## src/rtl/seg_scan_controller.sv

```systemverilog
// Multiplexed 4-digit seven-segment scanner with a shadow/active register pair committed at frame boundaries.
// Latency: registered outputs; a committed value appears at the first SHOW slot of the frame after its boundary.
// Backpressure: none; dataValid is accepted every cycle, and the last write before a boundary wins.
module seg_scan_controller #(
    parameter int TICKS_PER_DIGIT    = 8192,
    parameter int BLANK_TICKS        = 256,
    parameter bit SEGMENT_ACTIVE_LOW = 1'b1,
    parameter bit DIGIT_ACTIVE_LOW   = 1'b1
) (
    input  logic        clock,
    input  logic        notReset,
    input  logic        enable,
    input  logic [15:0] data,
    input  logic [3:0]  dpMask,
    input  logic        dataValid,
    output logic [7:0]  segment,
    output logic [3:0]  digit,
    output logic        frameDone,
    output logic        pending
);

    // Slot counter runs 0..TICKS_PER_DIGIT-1 across BLANK then SHOW of one digit slot.
    localparam int              CW         = $clog2(TICKS_PER_DIGIT);
    localparam logic [CW-1:0]   LAST_TICK  = CW'(TICKS_PER_DIGIT - 1);
    localparam logic [CW-1:0]   LAST_BLANK = CW'(BLANK_TICKS - 1);
    localparam logic [7:0]      SEG_DARK   = SEGMENT_ACTIVE_LOW ? 8'hFF : 8'h00;
    localparam logic [3:0]      DIG_DARK   = DIGIT_ACTIVE_LOW ? 4'hF : 4'h0;

    typedef enum logic [1:0] {
        IDLE  = 2'd0,
        BLANK = 2'd1,
        SHOW  = 2'd2
    } state_t;

    state_t        state;
    state_t        nxt_state;
    logic [1:0]    index;
    logic [1:0]    nxt_index;
    logic [CW-1:0] count;
    logic [CW-1:0] nxt_count;
    logic          boundary;

    logic [15:0]   shadow_data;
    logic [3:0]    shadow_dp;
    logic [15:0]   active_data;
    logic [3:0]    active_dp;

    logic [3:0]    show_nib;
    logic          show_dp;
    logic [7:0]    seg_raw;
    logic [7:0]    seg_show;
    logic [3:0]    dig_raw;
    logic [3:0]    dig_show;

    // Active-high g..a pattern for one hex nibble.
    function automatic logic [6:0] hex_decode(input logic [3:0] nib);
        case (nib)
            4'h0:    hex_decode = 7'h3F;
            4'h1:    hex_decode = 7'h06;
            4'h2:    hex_decode = 7'h5B;
            4'h3:    hex_decode = 7'h4F;
            4'h4:    hex_decode = 7'h66;
            4'h5:    hex_decode = 7'h6D;
            4'h6:    hex_decode = 7'h7D;
            4'h7:    hex_decode = 7'h07;
            4'h8:    hex_decode = 7'h7F;
            4'h9:    hex_decode = 7'h6F;
            4'hA:    hex_decode = 7'h77;
            4'hB:    hex_decode = 7'h7C;
            4'hC:    hex_decode = 7'h39;
            4'hD:    hex_decode = 7'h5E;
            4'hE:    hex_decode = 7'h79;
            default: hex_decode = 7'h71;
        endcase
    endfunction

    // Next state, digit index and slot count; flags the edge that opens a new frame.
    always_comb begin
        nxt_state = state;
        nxt_index = index;
        nxt_count = count;
        boundary  = 1'b0;
        if (!enable) begin
            nxt_state = IDLE;
            nxt_index = 2'd0;
            nxt_count = '0;
        end else begin
            case (state)
                IDLE: begin
                    nxt_state = BLANK;
                    nxt_index = 2'd0;
                    nxt_count = '0;
                    boundary  = 1'b1;
                end
                BLANK: begin
                    nxt_count = count + 1'b1;
                    if (count == LAST_BLANK) begin
                        nxt_state = SHOW;
                    end
                end
                SHOW: begin
                    if (count == LAST_TICK) begin
                        nxt_state = BLANK;
                        nxt_count = '0;
                        nxt_index = index + 2'd1;
                        boundary  = (index == 2'd3);
                    end else begin
                        nxt_count = count + 1'b1;
                    end
                end
                default: begin
                    nxt_state = IDLE;
                    nxt_index = 2'd0;
                    nxt_count = '0;
                end
            endcase
        end
    end

    // Pattern for the digit about to be shown, taken only from the active register.
    always_comb begin
        case (nxt_index)
            2'd0:    show_nib = active_data[15:12];
            2'd1:    show_nib = active_data[11:8];
            2'd2:    show_nib = active_data[7:4];
            default: show_nib = active_data[3:0];
        endcase
        show_dp  = active_dp[nxt_index];
        seg_raw  = {show_dp, hex_decode(show_nib)};
        seg_show = SEGMENT_ACTIVE_LOW ? ~seg_raw : seg_raw;
        dig_raw  = 4'b0001 << nxt_index;
        dig_show = DIGIT_ACTIVE_LOW ? ~dig_raw : dig_raw;
    end

    // Scan FSM with registered outputs; outputs follow the state being entered on the same edge.
    always_ff @(posedge clock or negedge notReset) begin
        if (!notReset) begin
            state     <= IDLE;
            index     <= 2'd0;
            count     <= '0;
            frameDone <= 1'b0;
            segment   <= SEG_DARK;
            digit     <= DIG_DARK;
        end else begin
            state     <= nxt_state;
            index     <= nxt_index;
            count     <= nxt_count;
            frameDone <= boundary;
            if (nxt_state == SHOW) begin
                segment <= seg_show;
                digit   <= dig_show;
            end else begin
                segment <= SEG_DARK;
                digit   <= DIG_DARK;
            end
        end
    end

    // Shadow capture and frame-boundary commit; a write on the boundary edge bypasses the shadow.
    always_ff @(posedge clock or negedge notReset) begin
        if (!notReset) begin
            shadow_data <= 16'h0000;
            shadow_dp   <= 4'h0;
            active_data <= 16'h0000;
            active_dp   <= 4'h0;
            pending     <= 1'b0;
        end else begin
            if (dataValid) begin
                shadow_data <= data;
                shadow_dp   <= dpMask;
            end
            if (boundary) begin
                pending <= 1'b0;
                if (dataValid) begin
                    active_data <= data;
                    active_dp   <= dpMask;
                end else if (pending) begin
                    active_data <= shadow_data;
                    active_dp   <= shadow_dp;
                end
            end else if (dataValid) begin
                pending <= 1'b1;
            end
        end
    end

endmodule

```

## config.mk

```make
export PLATFORM = sky130hd
export DESIGN_NAME = seg_scan_controller
export DESIGN_NICKNAME = d
export VERILOG_FILES = /design/src/rtl/seg_scan_controller.sv
export SDC_FILE = /design/constraint.sdc
export NUM_CORES = 1
export LEC_CHECK = 0
export CAP_MARGIN = 20
export CORE_MARGIN = 2
export CORE_UTILIZATION = 48
export DETAILED_ROUTE_END_ITERATION = 8
export MAX_ROUTING_LAYER = met4
export PLACE_DENSITY = 0.72
export REMOVE_ABC_BUFFERS = 1
export SYNTH_ARGS = -nofsm -noshare
export SYNTH_HDL_FRONTEND = slang
export SYNTH_SLANG_ARGS = --single-unit
```

## constraint.sdc

```tcl
create_clock -name clock -period 7.1 [get_ports clock]
set_input_delay 1.42 -clock clock [delete_from_list [all_inputs] [get_ports clock]]
set_output_delay 1.42 -clock clock [all_outputs]
set_load 0.005 [all_outputs]
```

# After elaboration in Yosys (flattened, before gate mapping)
# Memories as Yosys holds them, arrays and structs flattened.
# Cells that the tools add are included.
# classes
n_addsub,2
magnitude_cmp,1
eq_ne,8
shift,1
n_mux,24
bitwise_logic,2
n_reduce_logical,5
# op_table
operator,count
two-way mux 16 bit,2
two-way mux 13 bit,2
one-hot mux 13 bit (2 select lines),1
adder 13 x 1 -> 13 bit (second input constant),1
== test 13 bit (second input constant),1
== test 13 x 8 -> 1 bit (second input constant),1
two-way mux 4 bit,3
one-hot mux 4 bit (3 select lines),1
two-way mux 2 bit,5
== test 2 bit (second input constant),4
two-way mux 8 bit,1
NOT 8 bit,1
one-hot mux 2 bit (3 select lines),1
two-way mux 1 bit,5
== test 2 x 1 -> 1 bit (second input constant),2
zero test 2 bit,2
NOT 4 bit,1
one-hot mux 2 bit (2 select lines),1
nonzero test 2 bit,2
left shift 1 x 2 -> 4 bit (first input constant),1
less-than comparator 2 x 3 -> 1 bit (second input constant),1
adder 2 x 1 -> 2 bit (second input constant),1
binary-select mux 1 bit (select 2 bit),1
one-hot mux 1 bit (2 select lines),1
AND reduction 2 bit,1
# word_totals
reg_bits,71
mem_bits_ro,112
input_bits,24
output_inout_bits,14
wordCells,55
memories,1
# mem_list
memory,depth,word_bits,rd,rd_clocked_by_memory_dff,write_ports,line,source
(name not given),16,7,1,0,0,57,case (nib)

# Depth between registers and ports, before layout
# Gate-level depths: netlist of run 1.
# An unclocked memory read counts as a cell.
# logic_depth
ltp_word,9
depth_mapped,14

# Worst setup path before layout of run 1
# Ideal clock, no wire load.
# synth_path
path_type,input -> register
start,in enable
end,reg segment[3]
setup_ps,81
arrival_ps,2826
slack_ps,4194
path_stages,7
cell_sequence,nand2_1 > a31o_4 > buf_6 > mux2_4 > ha_1 > or2_0 > a32oi_1
# synth_via
elab_chain_len,6
elab_cells_between_ends,10
classes_between,3 x eq/ne; 4 x mux; 1 x bitwise; 1 x reduce/logical; 1 x memory
# synth_rtl
item,line,source
from (decl),12,"input logic enable,"
two-way mux 2 bit,83,if (!enable) begin
== test 2 bit (tied with other cells),122,case (nxt_index)
one-hot mux 4 bit (3 select lines),122,
memory (16 x 7 bit),-,
NOT 8 bit,130,seg_show = SEGMENT_ACTIVE_LOW ? ~seg_raw : seg_raw;
two-way mux 8 bit *,149,if (nxt_state == SHOW) begin
to (signal assigned),150,segment <= seg_show;
to (decl),16,"output logic [7:0] segment,"
# Mark *: on every way between the ends. The rest lies on a longest branch, timed or not.
# A chain may end at the register's enable or synchronous reset.

# Worst setup path in the final report of run 1
# layout_path
start,in enable
end,reg segment[6]
# The elaborated chain is that of the path after synthesis.

==> results of run 1 <==
## layout by cell type (no fill, tap or decap), types with 2 or more instances in the layout
| cell type | Yosys | layout |
|---|---|---|
| nor4_1 | 2 | 2 |
| buf_4 | 1 | 3 |
| nand2b_1 | 2 | 2 |
| dfrtp_1 | 59 | 59 |
| o211ai_1 | 3 | 3 |
| dfstp_2 | 12 | 12 |
| clkinv_2 | 2 | 4 |
| clkinvlp_4 | 0 | 2 |
| clkdlybuf4s50_1 | 0 | 36 |
| nand4_2 | 2 | 2 |
| clkbuf_8 | 0 | 9 |
| nor2_1 | 22 | 22 |
| xor2_1 | 8 | 8 |
| and2_1 | 3 | 3 |
| bufinv_16 | 0 | 2 |
| ha_1 | 10 | 10 |
| mux2_2 | 41 | 41 |
| nand2_1 | 19 | 19 |
| a21oi_2 | 2 | 2 |
| xnor2_1 | 6 | 6 |
| mux2i_1 | 10 | 10 |
| or2_2 | 2 | 2 |
| nor3b_1 | 2 | 2 |
| inv_1 | 8 | 8 |
| a2111o_1 | 2 | 2 |
| a21oi_1 | 4 | 4 |
| nor2b_1 | 2 | 2 |
| nand3_1 | 11 | 11 |
| nand4_1 | 7 | 7 |
## registers in the layout (all words and copies together) (netlist names)
register     cells
segment          8
count           13
frameDone        1
shadow_data     16
active_dp        4
digit            4
active_data     16
pending          1
index            2
state            2
shadow_dp        4
## cells by family (layout without fill, tap and decap cells)
| family | after synthesis | in the layout | synth area share |
|---|---|---|---|
| AOI/OAI and AO/OA | 23 | 23 | 0.06098 |
| buffers and inverters | 22 | 67 | 0.03363 |
| and+or+nand+nor | 84 | 84 | 0.1327 |
| muxes | 52 | 52 | 0.1704 |
| xor gates and xnor gates | 14 | 14 | 0.03622 |
| adders and majority gates | 10 | 10 | 0.03695 |
| DFF | 71 | 71 | 0.5292 |
## stage by stage
stage	power, mW	utilization	cells	hold WS, ns
6_report	0.9824	0.5941	417	0.4948
5_1_grt	1.033	0.5941	417	0.5177
4_1_cts	0.9915	0.5941	417	0.4933
3_5_place_dp	0.6423	0.5628	401	0.4834
3_3_place_gp	0.6343	0.5628	401	0.4706
2_1_floorplan	0.5837	-	265	0.4547
## final timing paths
path                                          from                          end  depth (start not counted)
worst min register to register  count[0]$_DFF_PN0_           count[0]$_DFF_PN0_                          1
worst max register to register  state[0]$_DFF_PN0_         segment[6]$_DFF_PN1_                          9
worst min-delay path            count[0]$_DFF_PN0_           count[0]$_DFF_PN0_                          1
worst max-delay path                        enable         segment[6]$_DFF_PN1_                          7
min in group asynchronous                 notReset           count[2]$_DFF_PN0_                          2
max in group asynchronous                 notReset  active_data[10]$_DFFE_PN0P_                          2
## final cells by class
cell class / instances / area [µm²] / share of cell area
flip-flops and latches: 71 / 1792 / 0.4439
multi-input cells: 183 / 1480 / 0.3667
repair buffers: 40 / 387.9 / 0.09609
clock buffers: 10 / 127.6 / 0.03162
well taps: 96 / 120.1 / 0.02976
clock inverters: 6 / 85.08 / 0.02108
inverters: 11 / 43.79 / 0.01085
## per-layer routing
metal | track usage | routed length [µm]
met5 | - | 0
met4 | 0.1007 | 159
met3 | 0.03676 | 168
met2 | 0.2652 | 2826
met1 | 0.2492 | 2910
## worst max-delay path: cells and delay by family
kind	cells	cell delay [ns]
AO/OA/AOI/OAI	2	0.68
AND/OR/NAND/NOR	2	0.42
multiplexers	2	0.89
buffers and inverters	1	0.56
## power breakdown
| part | total, mW | leakage (nW) | switching (mW) | internal, mW |
|---|---|---|---|---|
| Combinational | 0.161 | 0.723 | 0.0755 | 0.0851 |
| Clock | 0.350 | 0.102 | 0.153 | 0.197 |
| Sequential | 0.472 | 0.856 | 0.0256 | 0.446 |
==> impl_metrics.tcl, run 1 <==
set metrics [dict create \
    status "completed" \
    grt_first_pass_wirelength_mm 10.46 \
    synth.top_cell.area_share 0.4361 \
    cts_tree "yes" \
    worst_slew_pin_slew_ns 0.9461 \
    std_cell_rows 30 \
    cpPeakStageDelay_ns 0.75 \
    yosys_warnings 0 \
    synth-async-reset-ratio 1.000 \
    timing.fmax_ghz 0.2701 \
    r2r_slack_ns 3.75 \
    design_area_um2 4036 \
    grt_setup_unrepaired "false" \
    min_path_type "flop to flop" \
    yosysUniqueCellTypes 53 \
    synth_enable_flop_cells 0 \
    final-setup-viol-count 0 \
    cellPowerDensity_nw_per_um2 243.4 \
    synth_most_common_cell "dfrtp_1" \
    first_iter_violations 93 \
    ys.flop_type "dfrtp_1" \
    synth_common_cells "59 x dfrtp_1, 41 x mux2_2, 22 x nor2_1, 19 x nand2_1, 12 x dfstp_2" \
    clock_path_buffers 2 \
    min_period_ns 3.702 \
    grt_pass1_vias 2183 \
    cp-start-kind "primary input" \
    post_dp_cell_area_um2 3824 \
    yosysSeqAreaShare 0.5292 \
    cts.sinks 71 \
    syn_area_um2 3386 \
    syn_avg_cell_area_um2 12.27 \
    n_antenna_cell 0 \
    cts_root_buf "clkbuf_8" \
    path_class "primary input to flop" \
    die_w_um 87.99 \
    htreeDepth 3 \
    via_count 2152 \
    ys_seq_elements 71 \
    die_h_um 87.99 \
    globalplace.congestion 0.8457 \
    clkLatencyLatePin_ns 0.35 \
    vias_per_cell 5.161 \
    path_clk_slew_ns 0.07 \
    fin_skew_ns 0.009773 \
    grt_max_degree 72 \
    crit_path_frequent_cell "mux2i_1" \
    endpoint_kind "flop" \
    wl_mm 6.064 \
    slew_headroom 0.3512 \
    dp_slack_ns 3.035 \
    drc 0 \
    finalSetupTns_ns 0 \
    slowest_stage "mux2i_1" \
    synthCells 276 \
    ant_nets 0 \
    timing.final.crit_share 0.5214 \
    final_layout_size_suffix_gt1_frac 0.2866 \
    area_growth_pct 19.22 \
    vdd_ir_drop_max_mv 0.1023 \
    ys_top_cells_by_area "dfrtp_1 44%, mux2_2 14%, dfstp_2 9.3%, ha_1 3.7%, mux2i_1 3.0%" \
    initial_utilization 0.4983 \
    postCtsResizedCells 0 \
    fillCellCount 561 \
    synth_largest_area_cell "dfrtp_1" \
    worstPathRequired_ns 7.38 \
    finalHoldViolCount 0 \
    grt_usage 0.1860 \
    maxCapViolations 0 \
    wl_per_cell_um 14.54 \
    drv_slew 0 \
    cts_setup_buffers 0 \
    arrival_ns 3.98 \
    p_leak_nw 1.681 \
    core_area_um2 6794 \
    ioPinCount 38 \
    layout.nets 350 \
    cts_buffers 9 \
    setup_ws_ns 3.398 \
    drtPass1Iterations 4 \
    dieArea_um2 7741 \
    dp_hpwl_mm 4.267 \
    grt_overflow 0 \
    path_cells "clkdlybuf4s50_1, nand2_1, a31o_4, mux2i_1, mux2i_1, and2b_4, a2111o_1" \
    port_buffers 37 \
    antenna_found_initial 0 \
    crit_fanout 13 \
    postCtsHoldBufs 0 \
]
No activity file was read; power rests on OpenSTA's default activity.
==> run 2: changes to the inputs <==
==> constraint.sdc (replaced) <==
create_clock -name clock -period 3.55 [get_ports clock]
set_input_delay 0.71 -clock clock [delete_from_list [all_inputs] [get_ports clock]]
set_output_delay 0.71 -clock clock [all_outputs]
set_load 0.005 [all_outputs]
==> impl_metrics.tcl, run 2 (synthesis results as in run 1) <==
set metrics [dict create \
    first_iter_violations 71 \
    clkLatencyLatePin_ns 0.35 \
    slowest_stage "dfrtp_1" \
    grt_usage 0.1922 \
    globalplace.congestion 0.8901 \
    drc 0 \
    vias_per_cell 5.280 \
    final-setup-viol-count 0 \
    worst_slew_pin_slew_ns 0.5267 \
    min_period_ns 3.052 \
    core_area_um2 6794 \
    wl_per_cell_um 15.14 \
    maxCapViolations 0 \
    cellPowerDensity_nw_per_um2 473.6 \
    fin_skew_ns 0.006045 \
    final_cell_mix "59 x dfrtp_1, 41 x mux2_2, 36 x clkdlybuf4s50_1" \
    port_buffers 37 \
    top_usage_layer "met2" \
    initial_utilization 0.4983 \
    postCtsHoldBufs 0 \
    power_mw 1.918 \
    worstPathRequired_ns 3.83 \
    status "completed" \
    cts_setup_buffers 0 \
    std_cell_rows 30 \
    p_leak_nw 1.694 \
    finalHoldViolCount 0 \
    cts_root_buf "clkbuf_8" \
    n_antenna_cell 0 \
    whs_ns 0.3325 \
    grt_max_degree 27 \
    antenna_found_initial 0 \
    dp_hpwl_mm 4.557 \
    min_path_type "primary input to asynchronous set/reset pin" \
    clock_path_buffers 2 \
    drv_slew 0 \
    grt_setup_unrepaired "false" \
    grt_overflow 0 \
    path_cells "ha_1, and3_1, a41oi_1, a21oi_2, nand3_2, inv_2, mux2i_1, mux2_2, inv_1, ha_1, a2111o_1" \
    vdd_ir_drop_max_mv 0.2859 \
    cts_tree "yes" \
    grt_use_met1 0.2508 \
    area_growth_pct 19.62 \
    cts_buffers 9 \
    die_h_um 87.99 \
    htreeDepth 3 \
    dieArea_um2 7741 \
    wl_mm 6.376 \
    arrival_ns 3.33 \
    largestRegisters "active_data x16, shadow_data x16, count x13" \
    crit_fanout 11 \
    endpoint_kind "flop" \
    path_clk_slew_ns 0.08 \
    path_class "flop to flop" \
    crit_path_frequent_cell "ha_1" \
    finalSetupTns_ns 0 \
    via_count 2223 \
    layout_commonest_cell "dfrtp_1" \
    placed_cells 405 \
    gr-usage-met2 0.2837 \
    fillCellCount 551 \
    cts.sinks 71 \
    grt_first_pass_wirelength_mm 10.95 \
    layout.nets 354 \
    timing.final.crit_share 0.8598 \
    drtPass1Iterations 4 \
    ant_nets 0 \
    final_util 0.5961 \
    slew_headroom 0.6488 \
    die_w_um 87.99 \
    cp-start-kind "flop" \
    gr-usage-met3 0.04807 \
    timing.fmax_ghz 0.3276 \
    ioPinCount 38 \
    grt_pass1_vias 2273 \
    final_layout_size_suffix_gt1_frac 0.2985 \
    cpPeakStageDelay_ns 0.40 \
    stdcell_count 421 \
    postCtsResizedCells 0 \
]
==> run 2: cell count changes in the layout (fill, tap and decap cells not counted) <==
cell,previous run,this run
bufinv_16,2,1
inv_6,0,1
clkbuf_1,1,0
buf_4,3,7
clkinv_4,0,1
==> run 2: through the flow <==
stage               setup WS (ns)  cell area [µm²]
floorplan                  0.5778             3316
global placement           0.5772             3854
detailed placement         0.5446             3854
CTS                        0.5149             4050
global route               0.2365             4050
finish                     0.4977             4050
==> run 2: cell type report <==
type | count | area (µm²) | area share
Sequential cell | 71 | 1792 | 0.4424
Multi-Input combinational cell | 183 | 1480 | 0.3655
Timing Repair Buffer | 44 | 417.9 | 0.1032
Clock buffer | 9 | 123.9 | 0.03058
Tap cell | 96 | 120.1 | 0.02966
Clock inverter | 7 | 72.57 | 0.01792
Inverter | 11 | 43.79 | 0.01081
==> run 2: final timing paths <==
check	from	endpoint	slack, ns	cells past startpoint
max	count[0]$_DFF_PN0_	segment[5]$_DFF_PN1_	0.50	11
min	notReset	count[12]$_DFF_PN0_	0.33	1
max reg2reg	count[0]$_DFF_PN0_	segment[5]$_DFF_PN1_	0.50	11
min reg2reg	shadow_data[5]$_DFFE_PN0P_	shadow_data[5]$_DFFE_PN0P_	0.50	1
max in group asynchronous	notReset	segment[0]$_DFF_PN1_	2.45	2
min in group clock	shadow_data[5]$_DFFE_PN0P_	shadow_data[5]$_DFFE_PN0P_	0.50	1
==> run 2: worst max-delay path, delay by kind of cell, from the launching register on <==
kind,cells,cell delay [ns]
AOI/OAI and AO/OA,3,0.78
adders and majority gates,2,0.51
and+or+nand+nor,2,0.49
muxes,2,0.48
DFF,1,0.40
buffers and inverters,2,0.31
==> run 2: report_power, final <==
group	internal [mW]	switching, mW	total, mW
Sequential	0.893	0.0526	0.945
Combinational	0.175	0.156	0.331
Clock	0.325	0.317	0.642
==> run 2: metal layers <==
metal  share of wire  routed length [µm]
met1            0.47                3008
met2            0.47                2967
met3           0.040                 252
met4           0.023                 147
met5               0                   0
